File: src/rtl/echo_distance_calc.sv
// Ultrasonic echo ranger: fires a trigger pulse, times the synchronized echo in microseconds,
// then converts to millimetres as floor(echo_us * velo / 1000) using a serial multiply and divide.
module echo_distance_calc #(
    parameter int CLK_FREQ_MHZ = 50,
    parameter int TRIG_US      = 10,
    parameter int TIMEOUT_US   = 30000
) (
    input  logic        clk,
    input  logic        reset_n,
    input  logic        start,
    input  logic        echo,
    input  logic [7:0]  velo,
    output logic        trig,
    output logic        busy,
    output logic [15:0] dist_mm,
    output logic        dist_valid,
    output logic        timeout
);

    typedef enum logic [2:0] {
        S_IDLE, S_TRIG, S_WAIT_RISE, S_MEASURE, S_MUL, S_DIV, S_DONE
    } state_t;

    localparam int          CW           = (CLK_FREQ_MHZ > 1) ? $clog2(CLK_FREQ_MHZ) : 1;
    localparam logic [CW-1:0] CYC_LAST   = CW'(CLK_FREQ_MHZ - 1);
    localparam logic [15:0] TRIG_LAST    = 16'(TRIG_US - 1);
    localparam logic [15:0] TIMEOUT_LAST = 16'(TIMEOUT_US - 1);
    localparam logic [10:0] DIVISOR      = 11'd1000;

    state_t        state_q, state_d;
    logic          echo_meta_q, echo_meta_d;
    logic          echo_sync_q, echo_sync_d;
    logic [CW-1:0] cyc_q, cyc_d;
    logic [15:0]   us_q, us_d;
    logic [4:0]    step_q, step_d;
    logic [23:0]   mcand_q, mcand_d;
    logic [7:0]    mplier_q, mplier_d;
    logic [23:0]   acc_q, acc_d;
    logic [9:0]    rem_q, rem_d;
    logic          trig_q, trig_d;
    logic [15:0]   dist_q, dist_d;
    logic          dist_valid_q, dist_valid_d;
    logic          timeout_q, timeout_d;
    logic          tick;
    logic [10:0]   div_shift;

    always_comb begin
        state_d      = state_q;
        echo_meta_d  = echo;
        echo_sync_d  = echo_meta_q;
        cyc_d        = cyc_q;
        us_d         = us_q;
        step_d       = step_q;
        mcand_d      = mcand_q;
        mplier_d     = mplier_q;
        acc_d        = acc_q;
        rem_d        = rem_q;
        trig_d       = trig_q;
        dist_d       = dist_q;
        dist_valid_d = 1'b0;
        timeout_d    = 1'b0;
        tick         = (cyc_q == CYC_LAST);
        div_shift    = {rem_q, acc_q[23]};

        // Timing states share one free-running µs timebase; each state entry restarts it.
        if (state_q == S_TRIG || state_q == S_WAIT_RISE || state_q == S_MEASURE) begin
            cyc_d = tick ? '0 : cyc_q + 1'b1;
            us_d  = tick ? us_q + 16'd1 : us_q;
        end

        case (state_q)
            S_IDLE: begin
                if (start) begin
                    state_d = S_TRIG;
                    trig_d  = 1'b1;
                    cyc_d   = '0;
                    us_d    = '0;
                end
            end
            S_TRIG: begin
                if (tick && us_q == TRIG_LAST) begin
                    state_d = S_WAIT_RISE;
                    trig_d  = 1'b0;
                    cyc_d   = '0;
                    us_d    = '0;
                end
            end
            S_WAIT_RISE: begin
                if (echo_sync_q) begin
                    state_d = S_MEASURE;
                    cyc_d   = '0;
                    us_d    = '0;
                end else if (tick && us_q == TIMEOUT_LAST) begin
                    state_d   = S_IDLE;
                    timeout_d = 1'b1;
                end
            end
            S_MEASURE: begin
                // The cycle echo falls is the only cycle velo is sampled.
                if (!echo_sync_q) begin
                    state_d  = S_MUL;
                    mcand_d  = {8'd0, us_q};
                    mplier_d = velo;
                    acc_d    = '0;
                    step_d   = '0;
                end else if (tick && us_q == TIMEOUT_LAST) begin
                    state_d   = S_IDLE;
                    timeout_d = 1'b1;
                end
            end
            S_MUL: begin
                if (mplier_q[0]) acc_d = acc_q + mcand_q;
                mcand_d  = mcand_q << 1;
                mplier_d = mplier_q >> 1;
                step_d   = step_q + 5'd1;
                if (step_q == 5'd7) begin
                    state_d = S_DIV;
                    step_d  = '0;
                    rem_d   = '0;
                end
            end
            S_DIV: begin
                // acc holds the dividend shifting out at the top and the quotient shifting in below.
                if (div_shift >= DIVISOR) begin
                    rem_d = 10'(div_shift - DIVISOR);
                    acc_d = {acc_q[22:0], 1'b1};
                end else begin
                    rem_d = div_shift[9:0];
                    acc_d = {acc_q[22:0], 1'b0};
                end
                step_d = step_q + 5'd1;
                if (step_q == 5'd23) begin
                    state_d = S_DONE;
                    step_d  = '0;
                end
            end
            S_DONE: begin
                dist_d       = acc_q[15:0];
                dist_valid_d = 1'b1;
                state_d      = S_IDLE;
            end
            default: state_d = S_IDLE;
        endcase
    end

    always_ff @(posedge clk or negedge reset_n) begin
        if (!reset_n) begin
            state_q      <= S_IDLE;
            echo_meta_q  <= 1'b0;
            echo_sync_q  <= 1'b0;
            cyc_q        <= '0;
            us_q         <= '0;
            step_q       <= '0;
            mcand_q      <= '0;
            mplier_q     <= '0;
            acc_q        <= '0;
            rem_q        <= '0;
            trig_q       <= 1'b0;
            dist_q       <= '0;
            dist_valid_q <= 1'b0;
            timeout_q    <= 1'b0;
        end else begin
            state_q      <= state_d;
            echo_meta_q  <= echo_meta_d;
            echo_sync_q  <= echo_sync_d;
            cyc_q        <= cyc_d;
            us_q         <= us_d;
            step_q       <= step_d;
            mcand_q      <= mcand_d;
            mplier_q     <= mplier_d;
            acc_q        <= acc_d;
            rem_q        <= rem_d;
            trig_q       <= trig_d;
            dist_q       <= dist_d;
            dist_valid_q <= dist_valid_d;
            timeout_q    <= timeout_d;
        end
    end

    assign trig       = trig_q;
    assign busy       = (state_q != S_IDLE);
    assign dist_mm    = dist_q;
    assign dist_valid = dist_valid_q;
    assign timeout    = timeout_q;

endmodule

File: config.mk
export PLATFORM = sky130hd
export DESIGN_NAME = echo_distance_calc
export DESIGN_NICKNAME = d
export VERILOG_FILES = /design/src/rtl/echo_distance_calc.sv
export SDC_FILE = /design/constraint.sdc
export NUM_CORES = 1
export LEC_CHECK = 0
export CAP_MARGIN = 20
export CORE_MARGIN = 2
export CORE_UTILIZATION = 60
export DETAILED_ROUTE_END_ITERATION = 16
export PLACE_DENSITY = 0.83
export SYNTH_ARGS = -nofsm -noshare
export SYNTH_HDL_FRONTEND = slang
export SYNTH_SLANG_ARGS = --single-unit
File: constraint.sdc
create_clock -name clk -period 3.9 [get_ports clk]
set_clock_uncertainty 0.15 [all_clocks]
set_input_delay 0.78 -clock clk [delete_from_list [all_inputs] [get_ports clk]]
set_output_delay 0.78 -clock clk [all_outputs]
set_load 0.1 [all_outputs]
Word level (Yosys, flattened, before mapping):

Index checks and enable logic that the tools add are counted.
Widths: inputs -> output; s select.

* output and inout port bits: 20
* memory bits (read-only): 0
* memories: 0
* latch bits: 0
* register bits after elaboration: 117
* logic and storage cells: 96
* bits in writable memories: 0

* multiply operators: 0
* bitwise operators: 0
* eq/ne operators: 17
* add/subtract/negate cells: 5
* shift-type cells: 0
* reductions and logical operators: 16
* divide/modulo/power cells: 0
* mux-type cells: 43
* magnitude comparators: 1

Operator list (count)
* $mux 16: 5
* $mux 24: 3
* $pmux 24 s3: 1
* $pmux 16 s3: 1
* $pmux 24 s2: 1
* $mux 6: 5
* $add 24x24->24: 1
* $mux 3: 7
* $mux 10: 2
* $pmux 10 s2: 1
* $pmux 3 s6: 1
* $pmux 6 s3: 1
* $add 16x1->16 const B: 1
* $eq 16x15->1 const B: 1
* $eq 16x4->1 const B: 1
* $pmux 8 s2: 1
* $mux 5: 3
* $pmux 5 s3: 1
* $ge 11x10->1 const B: 1
* $ne 2x2->1 const B: 5
* $sub 10x10->10 const B: 1
* $eq 3x3->1 const B: 3
* $mux 8: 1
* $mux 1: 7
* other kinds (17): 27

Longest topological paths before layout:

Gate-level depths: netlist of run 1.

* depth in word-level cells: 6
* gate-level depth with buffers: 10
* gate-level depth less buffers: 9

Worst setup path before layout of run 1:

OpenSTA, ideal clock, no wires.

* path kind: register -> register
* from: register mcand_q[0]
* to: register acc_q[20]
* path slack: 1.320 ns
* period minus slack after synthesis: 2.580 ns
* cell stages (with the launch flop): 10
* library setup time: 0.094 ns
* required time: 3.656 ns
* arrival: 2.336 ns
* buffers on the path: 0
* cells stage by stage: dfrtp_1 -> ha_1 -> fa_1 -> a21oi_1 -> o21ai_1 -> a41o_1 -> a21oi_2 -> nor2_1 -> a211o_1 -> a211oi_1

* word-level cells in the longest chain between the ends: 3

Ends and longest elaborated chain
* start, declared: RTL line 36 `logic [23:0] mcand_q, mcand_d;`
* start signal, assigned: RTL line 169 `mcand_q <= mcand_d;`
* $add 24x24->24: RTL line 112 `if (mplier_q[0]) acc_d = acc_q + mcand_q;`
* $mux 24: RTL line 112
* $pmux 24 s3: RTL line 71 `case (state_q)`
* end signal, assigned: RTL line 156 `acc_q <= '0;`
* end signal, assigned: RTL line 171 `acc_q <= acc_d;`
* end, declared: RTL line 38 `logic [23:0] acc_q, acc_d;`

No other way between the ends. The select of a mux whose other input is x is not followed.
A chain may end at the register's enable or synchronous reset.

Final worst setup path of run 1:

* from: register trig_q (netlist: trig)
* to: output trig

RTL lines
* start, declared: RTL line 40 `logic trig_q, trig_d;`
* start signal, assigned: RTL line 173 `trig_q <= trig_d;`
* end, declared: RTL line 13 `output logic trig,`

No word-level cell between the ends.

==> results of run 1 <==
[cells by family (layout without fill, tap and decap cells)]
| family | count (synthesis) | in the layout | synth area share |
|---|---|---|---|
| buffers and inverters | 41 | 80 | 0.02799 |
| and+or+nand+nor | 282 | 282 | 0.2015 |
| AOI/OAI and AO/OA | 182 | 182 | 0.1849 |
| DFF | 117 | 117 | 0.4614 |
| adders and majority gates | 31 | 31 | 0.06191 |
| muxes | 1 | 1 | 0.001577 |
| xor gates and xnor gates | 44 | 44 | 0.06073 |
[final cells by class]
cell class | instances | area, um2
multi-input combinational | 540 | 3241
fill | 810 | 2970
sequential | 117 | 2928
clock buffer | 18 | 417.9
timing repair buffer | 39 | 377.9
tap | 136 | 170.2
clock inverter | 13 | 135.1
inverter | 10 | 37.54
[layer usage]
| layer | GRT usage | vias to the layer above | part of all wire |
|---|---|---|---|
| met1 | 0.3585 | 2598 | 0.43 |
| met2 | 0.4604 | 172 | 0.49 |
| li1 | - | 2549 | - |
| met4 | 0.1030 | 0 | 0.022 |
| met5 | 0 | - | 0 |
| met3 | 0.06079 | 35 | 0.055 |
[where the power goes]
part,internal (mW),switching (mW),total [mW]
sequential,1.55,0.353,1.90
clock,0.900,0.560,1.46
combinational,0.893,1.78,2.67
[cells in the mapped netlist, types with 2 or more instances]
| cell | number | share of area |
|---|---|---|
| dfrtp_1 | 117 | 0.46 |
| nand2_1 | 111 | 0.066 |
| nor2_1 | 95 | 0.056 |
| o21ai_0 | 51 | 0.040 |
| a21oi_1 | 33 | 0.026 |
| ha_1 | 29 | 0.057 |
| xor2_1 | 24 | 0.033 |
| clkbuf_1 | 23 | 0.014 |
| o22ai_1 | 22 | 0.022 |
| xnor2_1 | 20 | 0.028 |
| nand3_1 | 15 | 0.012 |
| a22o_1 | 14 | 0.019 |
| a22oi_1 | 14 | 0.017 |
| nand4_1 | 12 | 0.012 |
| nor3_1 | 10 | 0.0079 |
| inv_1 | 9 | 0.0053 |
| a211oi_1 | 6 | 0.0071 |
| and2_1 | 6 | 0.0059 |
| o31ai_1 | 6 | 0.0071 |
| and3_1 | 5 | 0.0049 |
| nor2b_1 | 5 | 0.0049 |
| o211ai_1 | 5 | 0.0059 |
| o21a_1 | 5 | 0.0059 |
| a21o_1 | 4 | 0.0047 |
| nor4_1 | 4 | 0.0039 |
| a211o_1 | 3 | 0.0041 |
| buf_1 | 3 | 0.0018 |
| nor4b_1 | 3 | 0.0041 |
| a21oi_2 | 2 | 0.0028 |
| a31oi_1 | 2 | 0.0020 |
| buf_4 | 2 | 0.0024 |
| buf_6 | 2 | 0.0035 |
| nand2b_1 | 2 | 0.0020 |
| o211a_1 | 2 | 0.0032 |
| o21ai_1 | 2 | 0.0016 |
| or3_1 | 2 | 0.0020 |
| or4b_1 | 2 | 0.0032 |
[per-stage QoR]
stage	hold slack (ns)	utilization	instance area, um2
6_report	0.1871	0.7110	7307
5_1_grt	0.2155	0.7110	7307
4_1_cts	0.2088	0.7110	7307
3_5_place_dp	0.1963	0.6572	6754
3_3_place_gp	0.1860	0.6572	6754
2_1_floorplan	0.1812	-	6346
[flip-flops by register name (all words and copies together) (netlist names)]
signal / count
step_q: 5
state_q: 3
trig: 1
echo_meta_q: 1
echo_sync_q: 1
us_q: 16
mcand_q: 24
rem_q: 10
timeout: 1
cyc_q: 6
acc_q: 24
dist_valid: 1
dist_mm: 16
mplier_q: 8
[worst max-delay path by stage]
stage | to | from | depth (start not counted) | slack, ns
finish | trig | trig | 1 | 0.93
global route | acc_q[20] | mcand_q[0] | 9 | 0.85
CTS | trig | trig | 1 | 0.93
detailed placement | acc_q[20] | mcand_q[0] | 9 | 1.08
global placement | acc_q[20] | mcand_q[0] | 9 | 1.12
floorplan | acc_q[20] | mcand_q[0] | 9 | 1.32
==> flow_summary.toml, run 1 <==
[detailed_routing]
routed_wl_um = 14640
vias = 5354
wire_per_inst_um = 16.77
drt_iter0_drc = 343
ant_nets = 0
dr.pass1.iters = 5
drt-vias-per-instance = 6.133
drc = 0

[final_layout]
mostFrequentLayoutCell = "dfrtp_1"
fin_cells = 873
drive_gt1_frac = 0.06649
layout_common_cells = "117 x dfrtp_1, 111 x nand2_1, 95 x nor2_1"
syn_to_final_growth_pct = 15.14
nets = 767
num_antenna_cells = 0

[clock_network]
postCtsSetupBuffers = 0
cts_max_level = 4
clkTransAtPathRegs_ns = 0.06
root_buffer = "clkbuf_8"
tritoncts = "done"
clkSinkCount = 117
clk_path_buf_depth = 2
hold_buffers = 0
post_cts_resize_count = 0
clk_latency_ns = 0.53
cts_buffers = 17

[sta]
hold_viol_final = 0
setup_viol = 0
grt_setup_unrepaired = "false"
finalSetupTns_ns = 0
fmax_mhz = 336.8
finalCritPeriodShare = 0.7613
finalWorstSetupSlack_ns = 0.9311
layout_min_cycle_time_ns = 2.969
drv_slew = 0
tightestPinTransition_ns = 0.9909
slew_headroom = 0.3373

[place]
dp_cells = 842
hpwl_um = 10100
io_buffers = 31
pre_cts_slack_ns = 1.078
place.gp.congestion = 0.9242

[critical_path]
cp_num_buf_inv = 1
cp-start-kind = "flip-flop"
reg2reg_depth = 8
r2r_slack_ns = 0.99
max_stage_delay_ns = 1.14
critPathTopFamily = "buffers and inverters"
path_cells = "clkdlybuf4s50_1"
worstSetupPathType = "reg -> out"
reg2reg_from = "acc_q[13]"
cp.arrival_ns = 2.04
timing.rr.end = "acc_q[20]"
crit_slowest_cell = "clkdlybuf4s50_1"
path_max_fanout = 3
cp.required_ns = 2.97
endpoint_kind = "primary output"

[global_route]
overflow = 0
antenna_found_initial = 0
grt_pass1_wl_um = 24990
grt_pass1_vias = 5214
grt_max_degree = 65
grt_util_all_layers = 0.2774

[flow_run]
maxCapViolCount = 0

[yosys]
syn-mean-instance-area_um2 = 9.092
syn-num-nets = 740
ys_async_sr_fraction = 1.000
syn_area_mm2 = 0.006346
synth_flop_cell = "dfrtp_1"
yosys_warnings = 0
ys_ff_latch = 117
synth_edf_count = 0
synth_cell_types = 63
syn_inst = 698
synth_seq_area_share = 0.4614

[status]
status = "finished, final reports clean"

[die]
die_h_um = 106.8
num_rows = 37
start_util = 0.6175
ios = 32
dieArea_mm2 = 0.01142
core_mm2 = 0.01028
die_w_um = 106.8

[pwr]
total_power_mw = 6.035
power.density_mw_per_mm2 = 825.9
ir_drop_mv = 0.6669
leakage_nw = 3.297

[hold_path]
hold_path_class = "in -> async"
No activity file was read; power rests on OpenSTA's default activity.
==> inputs of run 2 (changes only) <==
==> constraint.sdc (replaced) <==
create_clock -name clk -period 2.75 [get_ports clk]
set_clock_uncertainty 0.15 [all_clocks]
set_input_delay 0.55 -clock clk [delete_from_list [all_inputs] [get_ports clk]]
set_output_delay 0.55 -clock clk [all_outputs]
set_load 0.1 [all_outputs]
==> run 2 against run 1 <==
  * Non-clock buffer count up 13
  * Count of clock-buffer cells in the layout fell by 1
  * Sequential share of layout area down 0.51 points
  * Sequential power grew 42%
  * Final cell count increased by 1.6%
  * Clock power grew 40%
  * Register-to-register slack worse by 0.90 ns
  * Global-route usage grew 1.4 points
  * Flip-flop and latch count is the same
  * Combinational power grew 49%
==> flow_summary.toml, run 2 (synthesis gave the netlist of run 1 again) <==
[sta]
setup_viol = 0
slew_headroom = 0.4463
tightestPinTransition_ns = 0.8275
finalSetupTns_ns = 0
grt_setup_unrepaired = "false"
finalCritPeriodShare = 0.9669
hold_viol_final = 0
layout_min_cycle_time_ns = 2.659
fmax_mhz = 376.1
drv_slew = 0

[critical_path]
worstSetupPathType = "reg -> reg"
cp.required_ns = 3.08
critPathTopFamily = "compound AO/OA/AOI/OAI gates"
reg2reg_depth = 8
path_cells = "ha_1 -> a21oi_1 -> o211ai_1 -> a221oi_1 -> a21oi_1 -> a2111o_1 -> o21a_1 -> nand2_1"
path_max_fanout = 6
reg2reg_from = "mcand_q[18]"
cp.depth = 8
max_stage_delay_ns = 0.51
crit_slowest_cell = "a221oi_1"
worstSetupEndpoint = "acc_q[23]"
path_common_cell = "a21oi_1"
cp.arrival_ns = 2.99
timing.rr.end = "acc_q[23]"
endpoint_kind = "flip-flop"
cp_num_buf_inv = 0
cp-start-kind = "flip-flop"
r2r_slack_ns = 0.09
crit_path_start = "mcand_q[18]"

[global_route]
grt_util_all_layers = 0.2910
grt_max_degree = 47
overflow = 0
antenna_found_initial = 0
grt_pass1_wl_um = 25760
grt_pass1_vias = 5318

[clock_network]
clk_path_buf_depth = 2
tritoncts = "done"
cts_buffers = 17
root_buffer = "clkbuf_8"
clkTransAtPathRegs_ns = 0.06
clkSinkCount = 117
postCtsSetupBuffers = 0
clk_latency_ns = 0.54
cts_max_level = 4

[die]
start_util = 0.6175
die_h_um = 106.8
core_mm2 = 0.01028
ios = 32
dieArea_mm2 = 0.01142
die_w_um = 106.8
num_rows = 37

[final_layout]
mostFrequentLayoutCell = "dfrtp_1"
final_area_mm2 = 0.007401
nets = 780
num_antenna_cells = 0
drive_gt1_frac = 0.1172
syn_to_final_growth_pct = 16.62
reg_top3 = "acc_q x24, mcand_q x24"
layout_common_cells = "117 x dfrtp_1, 111 x nand2_1, 95 x nor2_1"
nFillCells = 764

[status]
status = "finished, final reports clean"

[pwr]
combPwrFrac = 0.457
p_sw_frac = 0.4549
leakage_nw = 3.402
p_switching_mw = 3.957
p_int_mw = 4.741
pwr-share-seq = 0.309
power.density_mw_per_mm2 = 1175
clock_power_share = 0.234
ir_drop_mv = 0.6810

[detailed_routing]
drt_iter0_drc = 430
drt-vias-per-instance = 6.172
dr.pass1.iters = 5
vias = 5475
ant_nets = 0
drc = 0
routed_wl_um = 15500
wire_per_inst_um = 17.48

[flow_run]
maxCapViolCount = 0

[place]
io_buffers = 31
hpwl_um = 10550
postPlaceCellArea_mm2 = 0.006822
place.gp.congestion = 0.9249

[hold_path]
hold_path_class = "reg -> reg"
run 2: cell types whose count changed in the layout (fill, tap and decap cells not counted), moves of 2 or more:
| cell | previous run | this run |
|---|---|---|
| buf_12 | 1 | 3 |
| buf_4 | 9 | 38 |
| clkdlybuf4s50_1 | 29 | 10 |
| clkinv_4 | 1 | 4 |
| ha_1 | 29 | 27 |
| ha_2 | 0 | 2 |
run 2: power groups by stage:
| stage | clock network, mW | registers [mW] | logic, mW |
|---|---|---|---|
| 4_1_cts | 2.05 | 2.68 | 3.92 |
| 2_1_floorplan | 0 | 3.22 | 2.33 |
| 3_5_place_dp | 0 | 2.69 | 3.86 |
| 6_report | 2.04 | 2.69 | 3.97 |
| 5_1_grt | 2.13 | 2.76 | 4.33 |
| 3_3_place_gp | 0 | 2.66 | 3.74 |
run 2: final cells by class:
| class | instances | area, um2 | area share |
|---|---|---|---|
| multi-input combinational | 540 | 3263 | 0.4409 |
| sequential | 117 | 2928 | 0.3956 |
| timing repair buffer | 52 | 455.4 | 0.06154 |
| clock buffer | 17 | 414.1 | 0.05596 |
| tap | 136 | 170.2 | 0.02299 |
| clock inverter | 15 | 132.6 | 0.01792 |
| inverter | 10 | 37.54 | 0.005072 |
run 2: worst min-delay path by stage:
stage,start,endpoint,slack [ns],cells after the start
detailed placement,echo_meta_q,echo_sync_q,0.19,0
finish,echo_meta_q,echo_sync_q,0.20,0
global route,echo_meta_q,echo_sync_q,0.23,0
floorplan,reset_n,acc_q[0],0.10,0
CTS,echo_meta_q,echo_sync_q,0.20,0
global placement,echo_meta_q,echo_sync_q,0.19,0
run 2: metal layers:
metal / share of wire / track usage / vias up / wire (um)
li1: - / - / 2573 / -
met1: 0.43 / 0.3809 / 2672 / 6638
met2: 0.48 / 0.4609 / 187 / 7484
met3: 0.060 / 0.06322 / 43 / 936
met4: 0.029 / 0.1429 / 0 / 446
met5: 0 / 0 / - / 0
run 2: timing repair:
action | in CTS | in global routing
gates resized for setup | 0 | 7
endpoints found under the hold margin | 44 | 0
endpoints found under the setup margin | 0 | 5
hold buffers | 1 | 0
run 2: metrics by stage:
step / worst slack, ns / hold slack, ns / cells / utilization / power [mW]
4_1_cts: 0.02277 / 0.2030 / 887 / 0.7179 / 8.651
3_3_place_gp: 0.1229 / 0.1889 / 854 / 0.6637 / 6.404
6_report: 0.09106 / 0.2009 / 887 / 0.7201 / 8.698
5_1_grt: 0.005331 / 0.2250 / 887 / 0.7201 / 9.210
3_5_place_dp: 0.07563 / 0.1913 / 854 / 0.6637 / 6.551
2_1_floorplan: 0.1697 / 0.1044 / 698 / - / 5.553
